$ cat src/rtl/logic_op_arbiter_pkg.sv
// Shared types and defaults for the round-robin logic-op arbiter and its datapath.
package logic_op_arbiter_pkg;

  localparam int DEFAULT_NREQ  = 4;
  localparam int DEFAULT_WIDTH = 8;

  typedef enum logic [1:0] {
    OP_AND  = 2'd0,
    OP_OR   = 2'd1,
    OP_XOR  = 2'd2,
    OP_NAND = 2'd3
  } op_e;

  typedef enum logic [1:0] {
    IDLE = 2'd0,
    EXEC = 2'd1,
    RESP = 2'd2
  } state_e;

endpackage

$ cat src/rtl/logic_op_arbiter_unit.sv
// Combinational bitwise logic unit: y = a <op> b, exactly WIDTH bits wide.
module logic_op_unit
  import logic_op_arbiter_pkg::*;
#(
  parameter int WIDTH = DEFAULT_WIDTH
) (
  input  logic [WIDTH-1:0] a,
  input  logic [WIDTH-1:0] b,
  input  op_e              op,
  output logic [WIDTH-1:0] y
);

  always_comb begin
    y = '0;
    case (op)
      OP_AND:  y = a & b;
      OP_OR:   y = a | b;
      OP_XOR:  y = a ^ b;
      OP_NAND: y = ~(a & b);
      default: y = '0;
    endcase
  end

endmodule

$ cat src/rtl/logic_op_arbiter.sv
// Round-robin arbiter giving NREQ requesters shared use of one logic_op_unit,
// one transaction in flight at a time (IDLE -> EXEC -> RESP).
module logic_op_arbiter
  import logic_op_arbiter_pkg::*;
#(
  parameter int NREQ  = DEFAULT_NREQ,
  parameter int WIDTH = DEFAULT_WIDTH
) (
  input  logic                  clk,
  input  logic                  rst_n,
  input  logic [NREQ-1:0]       req_valid,
  output logic [NREQ-1:0]       req_ready,
  input  logic [NREQ*WIDTH-1:0] req_a,
  input  logic [NREQ*WIDTH-1:0] req_b,
  input  logic [NREQ*2-1:0]     req_op,
  output logic [NREQ-1:0]       rsp_valid,
  input  logic [NREQ-1:0]       rsp_ready,
  output logic [WIDTH-1:0]      rsp_data,
  output logic                  busy,
  output state_e                dbg_state
);

  // Handshake: a request transfers on an edge where req_valid[i] && req_ready[i];
  // a result transfers on an edge where rsp_valid[id] && rsp_ready[id].
  localparam int GW = $clog2(NREQ);
  localparam logic [GW:0]     NREQ_W = (GW+1)'(NREQ);
  localparam logic [NREQ-1:0] ONE    = NREQ'(1);

  state_e            state, state_next;
  logic [GW-1:0]     last_grant;
  logic [GW-1:0]     win;
  logic [GW:0]       cand;
  logic              any_valid;
  logic              accept;
  logic [WIDTH-1:0]  a_q, b_q;
  op_e               op_q;
  logic [GW-1:0]     id_q;
  logic [WIDTH-1:0]  rsp_data_q;
  logic [WIDTH-1:0]  unit_y;

  // Search starts just after the previous winner and wraps past NREQ-1 to 0.
  always_comb begin
    win       = '0;
    any_valid = 1'b0;
    cand      = '0;
    for (int off = 1; off <= NREQ; off++) begin
      cand = {1'b0, last_grant} + (GW+1)'(off);
      if (cand >= NREQ_W) cand = cand - NREQ_W;
      if (!any_valid && req_valid[cand[GW-1:0]]) begin
        any_valid = 1'b1;
        win       = cand[GW-1:0];
      end
    end
  end

  assign accept = (state == IDLE) && any_valid;

  // State register
  always_ff @(posedge clk) begin
    if (!rst_n) state <= IDLE;
    else        state <= state_next;
  end

  // Next-state logic
  always_comb begin
    state_next = state;
    case (state)
      IDLE:    if (any_valid) state_next = EXEC;
      EXEC:    state_next = RESP;
      RESP:    if (rsp_ready[id_q]) state_next = IDLE;
      default: state_next = IDLE;
    endcase
  end

  // Outputs are forced low while rst_n is asserted, not only after the edge.
  always_comb begin
    req_ready = '0;
    rsp_valid = '0;
    busy      = 1'b0;
    if (rst_n) begin
      case (state)
        IDLE: if (any_valid) req_ready = ONE << win;
        EXEC: busy = 1'b1;
        RESP: begin
          busy      = 1'b1;
          rsp_valid = ONE << id_q;
        end
        default: ;
      endcase
    end
  end

  always_ff @(posedge clk) begin
    if (!rst_n) begin
      last_grant <= GW'(NREQ-1);
      a_q        <= '0;
      b_q        <= '0;
      op_q       <= OP_AND;
      id_q       <= '0;
      rsp_data_q <= '0;
    end else begin
      if (accept) begin
        a_q  <= req_a[win*WIDTH +: WIDTH];
        b_q  <= req_b[win*WIDTH +: WIDTH];
        op_q <= op_e'(req_op[win*2 +: 2]);
        id_q <= win;
      end
      if (state == EXEC) rsp_data_q <= unit_y;
      if (state == RESP && rsp_ready[id_q]) last_grant <= id_q;
    end
  end

  logic_op_unit #(.WIDTH(WIDTH)) u_unit (
    .a  (a_q),
    .b  (b_q),
    .op (op_q),
    .y  (unit_y)
  );

  assign rsp_data  = rsp_data_q;
  assign dbg_state = state;

endmodule

$ cat config.mk
export PLATFORM = sky130hd
export DESIGN_NAME = logic_op_arbiter
export DESIGN_NICKNAME = d
export VERILOG_FILES = /design/src/rtl/logic_op_arbiter_pkg.sv /design/src/rtl/logic_op_arbiter_unit.sv /design/src/rtl/logic_op_arbiter.sv
export SDC_FILE = /design/constraint.sdc
export NUM_CORES = 1
export LEC_CHECK = 0
export ABC_AREA = 1
export BUFFER_PORTS_ARGS = -buffer_cell sky130_fd_sc_hd__buf_2
export CAP_MARGIN = 20
export CORE_MARGIN = 5
export CORE_UTILIZATION = 40
export DETAILED_ROUTE_END_ITERATION = 7
export GPL_ROUTABILITY_DRIVEN = 0
export PLACE_DENSITY = 0.67
export SLEW_MARGIN = 20
export SYNTH_ARGS = -nofsm -noshare
export SYNTH_HDL_FRONTEND = slang
export SYNTH_HIERARCHICAL = 1
export SYNTH_SLANG_ARGS = --single-unit
$ cat constraint.sdc
create_clock -name clk -period 2 [get_ports clk]
set_input_delay 0.4 -clock clk [delete_from_list [all_inputs] [get_ports clk]]
set_output_delay 0.4 -clock clk [all_outputs]
set_load 0.05 [all_outputs]
* After elaboration in Yosys (flattened, before gate mapping)
Cells that the tools add are included.
Operators by class: equality and inequality tests 7, bitwise gates (word level) 4, add/subtract/negate cells 8, $lt $le $gt $ge 9, mux-type cells 33, shift-type cells 5, reductions and logical operators 12
Operators with widths (number):
- $shiftx 32x6->8 | 2
- $pmux 8 s4 | 1
- $mux 2 | 10
- $mux 4 | 5
- $lt 2x3->1 const B | 5
- $ge 3x3->1 const B | 4
- $mux 1 | 11
- $bmux 1 s2 | 5
- $and 8x8->8 | 1
- $not 8->8 | 1
- $or 8x8->8 | 1
- $shiftx 8x4->2 | 1
- $shl 1x2->4 const A | 2
- $sub 2x1->2 const B | 4
- $xor 8x8->8 | 1
- $add 2x2->3 const B | 2
- $eq 2x2->1 const B | 3
- $pmux 2 s3 | 1
- $logic_and 1x1->1 | 5
- $eq 2x1->1 const B | 2
- $logic_not 2->1 | 2
- $ne 2x2->1 const B | 2
- $add 2x1->3 const B | 1
- $add 2x3->3 const B | 1
- 3 further kinds | 5
Storage, ports and cells: register bits after elaboration 32, input bits 82, output and inout port bits 19, logic and storage cells 85

* Logic depth before layout (Yosys ltp)
Gate-level depths: netlist of run 1.
depth in word-level cells 19, gate-level depth with buffers 16, mapped depth without buffers 15

* Cells and area by module
The synthesis of run 1 kept the hierarchy.
Modules (own cells, without submodules):
- logic_op_arbiter | area an instance 2233.4 µm², cells each 360, seq. area each 640.6 µm², instances 1
- logic_op_unit | area an instance 588.1 µm², cells each 94, seq. area each 0.0 µm², instances 1

* Worst setup path after synthesis of run 1
OpenSTA, ideal clock, no wires.
path type register to output, start register last_grant[0], end output port req_ready[0], required time 1.600 ns, stages on the path, launching flop included 13, data arrival time 2.512 ns, path slack -0.912 ns, path through dfxtp_1 > buf_6 > inv_6 > nand2_1 > nand2_1 > nand2_1 > and2_1 > nand2_1 > nor2_2 > nor2_4 > inv_2 > buf_4 > nor3_1
On the way: word-level cells in the longest chain between the ends 19, elaborated cells on any way between the ends 42, those cells by class add/sub: 8; order compare: 4; shift: 1; mux: 23; reduce/logical: 6
Ends and longest elaborated chain:
- start: declaration | RTL line logic_op_arbiter.sv:30 | logic [GW-1:0] last_grant;
- start signal: assignment | RTL line logic_op_arbiter.sv:95 | last_grant <= GW'(NREQ-1);
- start signal: assignment | RTL line logic_op_arbiter.sv:109 | if (state == RESP && rsp_ready[id_q]) last_grant <= id_q;
- $add 2x1->3 | RTL line logic_op_arbiter.sv:47 | cand = {1'b0, last_grant} + (GW+1)'(off);
- $ge 3x3->1 / $sub 2x1->2 (equally long branches) | RTL line logic_op_arbiter.sv:48 | if (cand >= NREQ_W) cand = cand - NREQ_W;
- $mux 2 | RTL line logic_op_arbiter.sv:48
- $bmux 1 s2 | RTL line logic_op_arbiter.sv:49 | if (!any_valid && req_valid[cand[GW-1:0]]) begin
- $mux 1 (not written as such) | RTL line logic_op_arbiter.sv:49
- $mux 1 | RTL line logic_op_arbiter.sv:49
- $logic_not 1->1 | RTL line logic_op_arbiter.sv:49
- $logic_and 1x1->1 | RTL line logic_op_arbiter.sv:49
- (+3 left out)
- $mux 1 | RTL line logic_op_arbiter.sv:49
- $logic_not 1->1 | RTL line logic_op_arbiter.sv:49
- $logic_and 1x1->1 | RTL line logic_op_arbiter.sv:49
- $mux 2 | RTL line logic_op_arbiter.sv:49
- $shl 1x2->4 | RTL line logic_op_arbiter.sv:82 | IDLE: if (any_valid) req_ready = ONE << win;
- $mux 4 (*) | RTL line logic_op_arbiter.sv:82
- $mux 4 (*) | RTL line logic_op_arbiter.sv:81 | case (state)
- $mux 4 (*) | RTL line logic_op_arbiter.sv:80 | if (rst_n) begin
- end: declaration | RTL line logic_op_arbiter.sv:12 | output logic [NREQ-1:0] req_ready,
Mark *: on every way between the ends. The rest lies on a longest branch, timed or not. The select of a mux whose other input is x is not followed.

* Final worst setup path of run 1
start register last_grant[0], end output port req_ready[1]
Same word-level chain as after synthesis.

==> results.ini, run 1 <==
[status]
status = complete, but fails checks
violations = negative setup slack

[logic_synthesis]
ys_top_cells_by_count = nand2_1, nand3_1, inv_1, dfxtp_1, nand4_1
ys_seq_elements = 32
synth_async_sr_flop_share_pct = 0
synth_cells = 454
yosysSeqAreaShare_pct = 22.7
synth_ff_type = dfxtp_1
synth.area.top_cells = dfxtp_1, nand3_1, nand2_1, ha_1, inv_1
synth_nets = 557
synth.distinct_cells = 29
syn_area_per_cell_sq_um = 6.21
synth_area_leader_cell = dfxtp_1
synth-edff-count = 0
yosysMostFrequentCell = nand2_1
synth_warnings = 6
synth_top_area_share_pct = 22.7
synth_area_sq_um = 2820

[setup_path]
crit_slowest_cell = dfxtp_4
required_ps = 1600
crit_arrival_ps = 1930
setup.worst_path.start_class = flop
path_cells = inv_8 -> nand2_2 -> nand2_4 -> nand2_4 -> nand2_4 -> nor2_4 -> buf_6 -> nand3_4 -> nand3_4 -> inv_4 -> nor3_4 -> buf_6
path_class = flop to primary output
worst-path-max-fanout = 8
end_kind = primary output
cpPeakStageDelay_ps = 430
crit_top_cell = nand2_4
cp_top_family = simple AND/OR/NAND/NOR gates
r2r_setup_slack_ps = -10
crit_buf_inv = 4

[clock_tree]
numClockSinks = 32
cts_hold_buffers = 0
htree_levels = 2
clock_path_buffers = 2
tritoncts = yes
clk_pin_slew_ps = 70
root_buffer = clkbuf_8
numCtsBuffers = 5
insertion_delay_ps = 280

[finish]
fillers = 685
seqCellArea_sq_um = 648
drive_gt1_share_pct = 34.6
stdcell_area_sq_um = 3950
nets = 672
antenna_cells = 0
areaGrowthSynthToFinish_pct = 39.9
multi_input_area_sq_um = 1970

[worst_hold_path]
hold_path_class = primary input to flop

[die]
dieArea_sq_um = 8830
die_h_um = 94.0
die_w_um = 94.0
initial_utilization_pct = 41.3
row_count = 30
coreArea_sq_um = 6830
ioPinCount = 101

[power]
cellLeakagePower_nw = 2.09
ir_drop_mv = 0.709
power_density_nw_per_um2 = 1560

[routing]
wl_mm = 8.43
drt_iter0_markers = 131
ant_nets = 0
viasPerCell = 4.96
dr.pass1.iters = 4
wire_per_inst_um = 12.7
vias = 3301
drcViolationCount = 0

[sta]
slew_viol_final = 0
fmax_ghz = 0.429
skew_ps = 8.22
slew_headroom_pct = 64.2
hold_violations = 0
period_needed_ps = 2330
setup_viol_count_final = 5
setup_slack_ps = -333
post-route-period-util_pct = 117
tightestPinTransition_ps = 536
grt_setup_unrepaired = true
fin_hold_ws_ps = 433

[global_routing]
antenna_found_initial = 0
grt_use_met1_pct = 25.5
grtUsageMet3_pct = 3.93
grt_start_max_net_pins = 37
grt_pass1_wl_mm = 13.8
gr-total-overflow = 0
grt_util_met2_pct = 30.1
busiest_layer = met2
grt_util_all_layers_pct = 18.8
grt_pass1_vias = 3113

[place]
place_hpwl_mm = 6.19
dp_slack_ps = -261
portBuffers = 100
dpl_cell_area_sq_um = 3550

[run]
max-cap-violations = 0

-- timing repair --
item / 4_1_cts / 5_1_grt
pin swaps: 10 / 13
buffers inserted: 4 / 3
cloned: 0 / 2
endpoints found under the setup margin: 21 / 26
gates resized for setup: 40 / 21
-- final cells by class --
cell class	instances	share of cell area (%)
clock buffers	6	2.09
multi-input cells	330	50.0
inverters	69	7.13
repair buffers	131	21.1
flip-flops and latches	32	16.4
clock inverters	2	0.254
well taps	96	3.04
-- cells in the final DEF (no fill, tap or decap), drive strengths merged --
master,count
ha,21
a21oi,2
o211ai,2
nor3,4
nor2,34
and2,1
buf,127
clkbuf,10
o22ai,1
nand4,31
nand3,93
a31oi,1
dfxtp,32
mux2i,1
o21a,1
clkinv,2
inv,69
nand2,124
o21ai,14
-- per-stage QoR --
stage	utilization, %	setup TNS [ps]	std cells	total power (W)
final	57.8	-1270	666	0.00617
after global placement	51.9	-1070	650	0.00496
after CTS	55.4	-1300	661	0.00579
after global routing	57.8	-2640	666	0.00672
after floorplan	-	-834	454	0.00417
after detailed placement	51.9	-1240	650	0.00500
-- metal layers --
layer | vias to the layer above | routed length [um]
li1 | 1707 | -
met1 | 1477 | 3760
met5 | - | 0
met4 | 0 | 106
met2 | 109 | 4010
met3 | 8 | 552
-- where the power goes --
group | total [W] | leakage, nW | internal [W] | switching (W)
Combinational | 0.00453 | 1.77 | 0.00167 | 0.00286
Sequential | 0.00112 | 0.264 | 0.000892 | 0.000229
Clock | 0.000515 | 0.0510 | 0.000274 | 0.000241
-- state kept, by name, indices dropped and copies added, names as in the netlist --
register and flops:
rsp_data 8, b_q 8, id_q 2, dbg_state 2
a_q 8, last_grant 2, op_q 2
-- worst paths after layout --
check                      from           end  depth (start not counted)
hold / removal        req_b[20]        b_q[4]                          5
setup reg to reg  last_grant[0]        b_q[6]                         16
hold reg to reg          b_q[7]        b_q[7]                          2
setup / recovery  last_grant[0]  req_ready[1]                         12
-- worst reg2reg max path: stages (launching register included) --
cell and delay (ps):
dfxtp_4 430, inv_8 60, nand2_2 70, nand2_4 60, nand2_4 80, nand2_4 60
nor2_4 150, buf_6 130, nand3_4 70, nand3_4 110, buf_4 170, buf_12 140
nand2_1 60, nand3_1 90, nand3_1 110, nand2_1 70, inv_1 30
-- cells by family (layout without fill, tap and decap cells) --
kind of cell | count (synthesis) | in the layout | share of synthesized area [%]
and+or+nand+nor | 287 | 287 | 48.2
AOI/OAI and AO/OA | 21 | 21 | 4.08
adders and majority gates | 21 | 21 | 9.31
DFF | 32 | 32 | 22.7
buffers and inverters | 92 | 208 | 15.4
muxes | 1 | 1 | 0.355
(Power assumes the default switching activity.)
==> inputs of run 2 (changes only) <==
--- a/config.mk
+++ b/config.mk
@@ -9,10 +9,10 @@
 export BUFFER_PORTS_ARGS = -buffer_cell sky130_fd_sc_hd__buf_2
 export CAP_MARGIN = 20
 export CORE_MARGIN = 5
-export CORE_UTILIZATION = 40
+export CORE_UTILIZATION = 46
 export DETAILED_ROUTE_END_ITERATION = 7
 export GPL_ROUTABILITY_DRIVEN = 0
-export PLACE_DENSITY = 0.67
+export PLACE_DENSITY = 0.76
 export SLEW_MARGIN = 20
 export SYNTH_ARGS = -nofsm -noshare
 export SYNTH_HDL_FRONTEND = slang
==> run 2 against run 1 <==
Net effect:
- clock-buffer cell count rose by 1
- highest routed layer unchanged
- routed wire length rose by 11%
- core utilization rose by 9.2 points
- global-route usage rose by 4.3 points
- sequential share of layout area down 0.31 points
- register-to-register slack got worse by 170 ps
- critical endpoint is now req_ready[2]
- first-iteration DRC count rose by 51%
- cell count is 3.0% lower
- largest power group unchanged
- the flow still finishes with violations (negative setup slack)
==> results.ini, run 2 (synthesized netlist as in run 1, its figures left out) <==
[status]
status = complete, but fails checks  ; unchanged
violations = negative setup slack  ; unchanged

[sta]
finalSetupTns_ps = -4030  ; was -1270 ps
hold_violations = 0  ; unchanged
grt_setup_unrepaired = true  ; unchanged
slew_headroom_pct = 59.7  ; was 64.2%
period_needed_ps = 2510  ; was 2330 ps
skew_ps = 13.7  ; was 8.22 ps
tightestPinTransition_ps = 604  ; was 536 ps
slew_viol_final = 0  ; unchanged
fmax_ghz = 0.399  ; was 0.429 GHz
post-route-period-util_pct = 125  ; was 117%
setup_slack_ps = -506  ; was -333 ps
setup_viol_count_final = 22  ; was 5

[setup_path]
r2r_setup_slack_ps = -180  ; was -10 ps
reg2regPathDepth = 17  ; was 16
end_kind = primary output  ; unchanged
worst-path-max-fanout = 7  ; was 8
crit_arrival_ps = 2110  ; was 1930 ps
timing.rr.end = a_q[1]  ; was b_q[6]
r2r-start = last_grant[1]  ; was last_grant[0]
setup.worst_path.start_class = flop  ; unchanged
required_ps = 1600  ; about the same
worst_setup_path_endpoint = req_ready[2]  ; was req_ready[1]
path_class = flop to primary output  ; unchanged
crit_start = last_grant[0]  ; unchanged

[routing]
viasPerCell = 5.37  ; was 4.96
wl_mm = 9.34  ; was 8.43 mm
drt_iter0_markers = 198  ; was 131
dr.pass1.iters = 6  ; was 4
vias = 3466  ; was 3301
drcViolationCount = 0  ; unchanged
ant_nets = 0  ; unchanged
wire_per_inst_um = 14.5  ; was 12.7 um

[clock_tree]
numCtsBuffers = 5  ; unchanged
root_buffer = clkbuf_8  ; unchanged
htree_levels = 2  ; unchanged
clk_pin_slew_ps = 70  ; about the same
numClockSinks = 32  ; unchanged
clock_path_buffers = 2  ; unchanged
tritoncts = yes  ; unchanged
insertion_delay_ps = 290  ; was 280 ps

[power]
pwr-share-comb_pct = 74.1  ; was 73.5%
swShare_pct = 53.1  ; was 54.0%
seq_power_share_pct = 17.6  ; was 18.2%
cellLeakagePower_nw = 2.12  ; was 2.09 nW
p_int_w = 0.00307  ; was 0.00284 W
ir_drop_mv = 0.810  ; was 0.709 mV
p_sw_w = 0.00347  ; was 0.00333 W
power_density_nw_per_um2 = 1640  ; was 1560 nW/um^2
p_clk_share_pct = 8.3  ; was 8.4%
power_w = 0.00654  ; was 0.00617 W

[run]
max-cap-violations = 0  ; unchanged

[finish]
layout_common_cells = nand2_1, buf_2, nand3_1, inv_1  ; unchanged
antenna_cells = 0  ; unchanged
nets = 674  ; was 672
drive_gt1_share_pct = 34.7  ; was 34.6%
multi_input_area_sq_um = 1990  ; was 1970 sq um
utilization_pct = 67.0  ; was 57.8%
areaGrowthSynthToFinish_pct = 41.4  ; was 39.9%
fillers = 514  ; was 685
final_common_cell = nand2_1  ; unchanged
seqCellArea_sq_um = 643  ; was 648 sq um

[die]
die_h_um = 88.3  ; was 94.0 um
dieArea_sq_um = 7800  ; was 8830 sq um
row_count = 28  ; was 30
die_w_um = 88.3  ; was 94.0 um
coreArea_sq_um = 5960  ; was 6830 sq um
ioPinCount = 101  ; unchanged
initial_utilization_pct = 47.4  ; was 41.3%

[global_routing]
grt_util_all_layers_pct = 23.2  ; was 18.8%
gr-total-overflow = 0  ; unchanged
grt_pass1_wl_mm = 14.5  ; was 13.8 mm
grt_start_max_net_pins = 22  ; was 37
antenna_found_initial = 0  ; unchanged
grt_pass1_vias = 3172  ; was 3113

[place]
dp_slack_ps = -244  ; was -261 ps
place_hpwl_mm = 6.48  ; was 6.19 mm
portBuffers = 100  ; unchanged

[worst_hold_path]
hold_path_class = primary input to flop  ; unchanged

## run 2: cell count changes in the layout (fill, tap and decap cells not counted), sizes merged
| cell | previous run | this run |
|---|---|---|
| buf | 127 | 131 |
| clkinv | 2 | 1 |
| clkinvlp | 0 | 1 |
| inv | 69 | 67 |
| bufbuf | 0 | 1 |
| clkbuf | 10 | 8 |
## run 2: cell type report
class,instances,area share [%]
multi-input combinational,330,49.8
timing repair buffer,133,22.0
sequential,32,16.1
inverter,69,7.27
clock buffer,7,2.41
tap,75,2.35
## run 2: metrics by stage
step / hold slack [ps] / instance area (sq um) / instances
after floorplan: 460 / 2910 / 454
after global placement: 475 / 3530 / 629
after detailed placement: 478 / 3530 / 629
after CTS: 430 / 3830 / 642
after global routing: 437 / 3990 / 646
final: 427 / 3990 / 646
## run 2: timing repair
item                                    in CTS  in global routing
pin swaps                                   12                 22
gates resized for setup                     36                 34
buffers inserted                             5                  7
hold buffers                                 0                  0
endpoints found under the setup margin      15                 29
gates cloned                                 1                  0
## run 2: how the worst min path moves through the flow
stage / start / to / cells after the start
after floorplan: op_q[0] / op_q[0] / 2
after global placement: rsp_data[5] / rsp_data[5] / 2
after detailed placement: rsp_data[1] / rsp_data[1] / 2
after CTS: req_a[23] / a_q[7] / 5
after global routing: req_b[21] / b_q[5] / 5
final: req_b[21] / b_q[5] / 5
## run 2: power groups by stage
stage	clock network (W)	logic, W	registers [W]
global placement	0	0.00384	0.00114
detailed placement	0	0.00393	0.00115
CTS	0.000548	0.00443	0.00114
global route	0.000577	0.00529	0.00119
floorplan	0	0.00281	0.00136
finish	0.000543	0.00484	0.00115
## run 2: routing by layer
layer	wire [um]	vias to the layer above	GRT usage [%]	part of all wire (%)
li1	-	1706	-	-
met1	3870	1571	29.7	41
met2	4640	160	39.6	50
met3	617	29	4.28	6.6
met4	215	0	6.73	2.3
met5	0	-	0	0
## run 2: worst max-delay path: stages (launching register included)
cell	delay (ps)
dfxtp_2	360
buf_12	130
nand2_1	100
nand2_4	110
nand2_1	60
and2_4	170
nand2_4	90
nor2_4	40
inv_2	80
nand2_4	70
nor2_4	200
nand2_4	100
nor2_4	130
buf_8	150
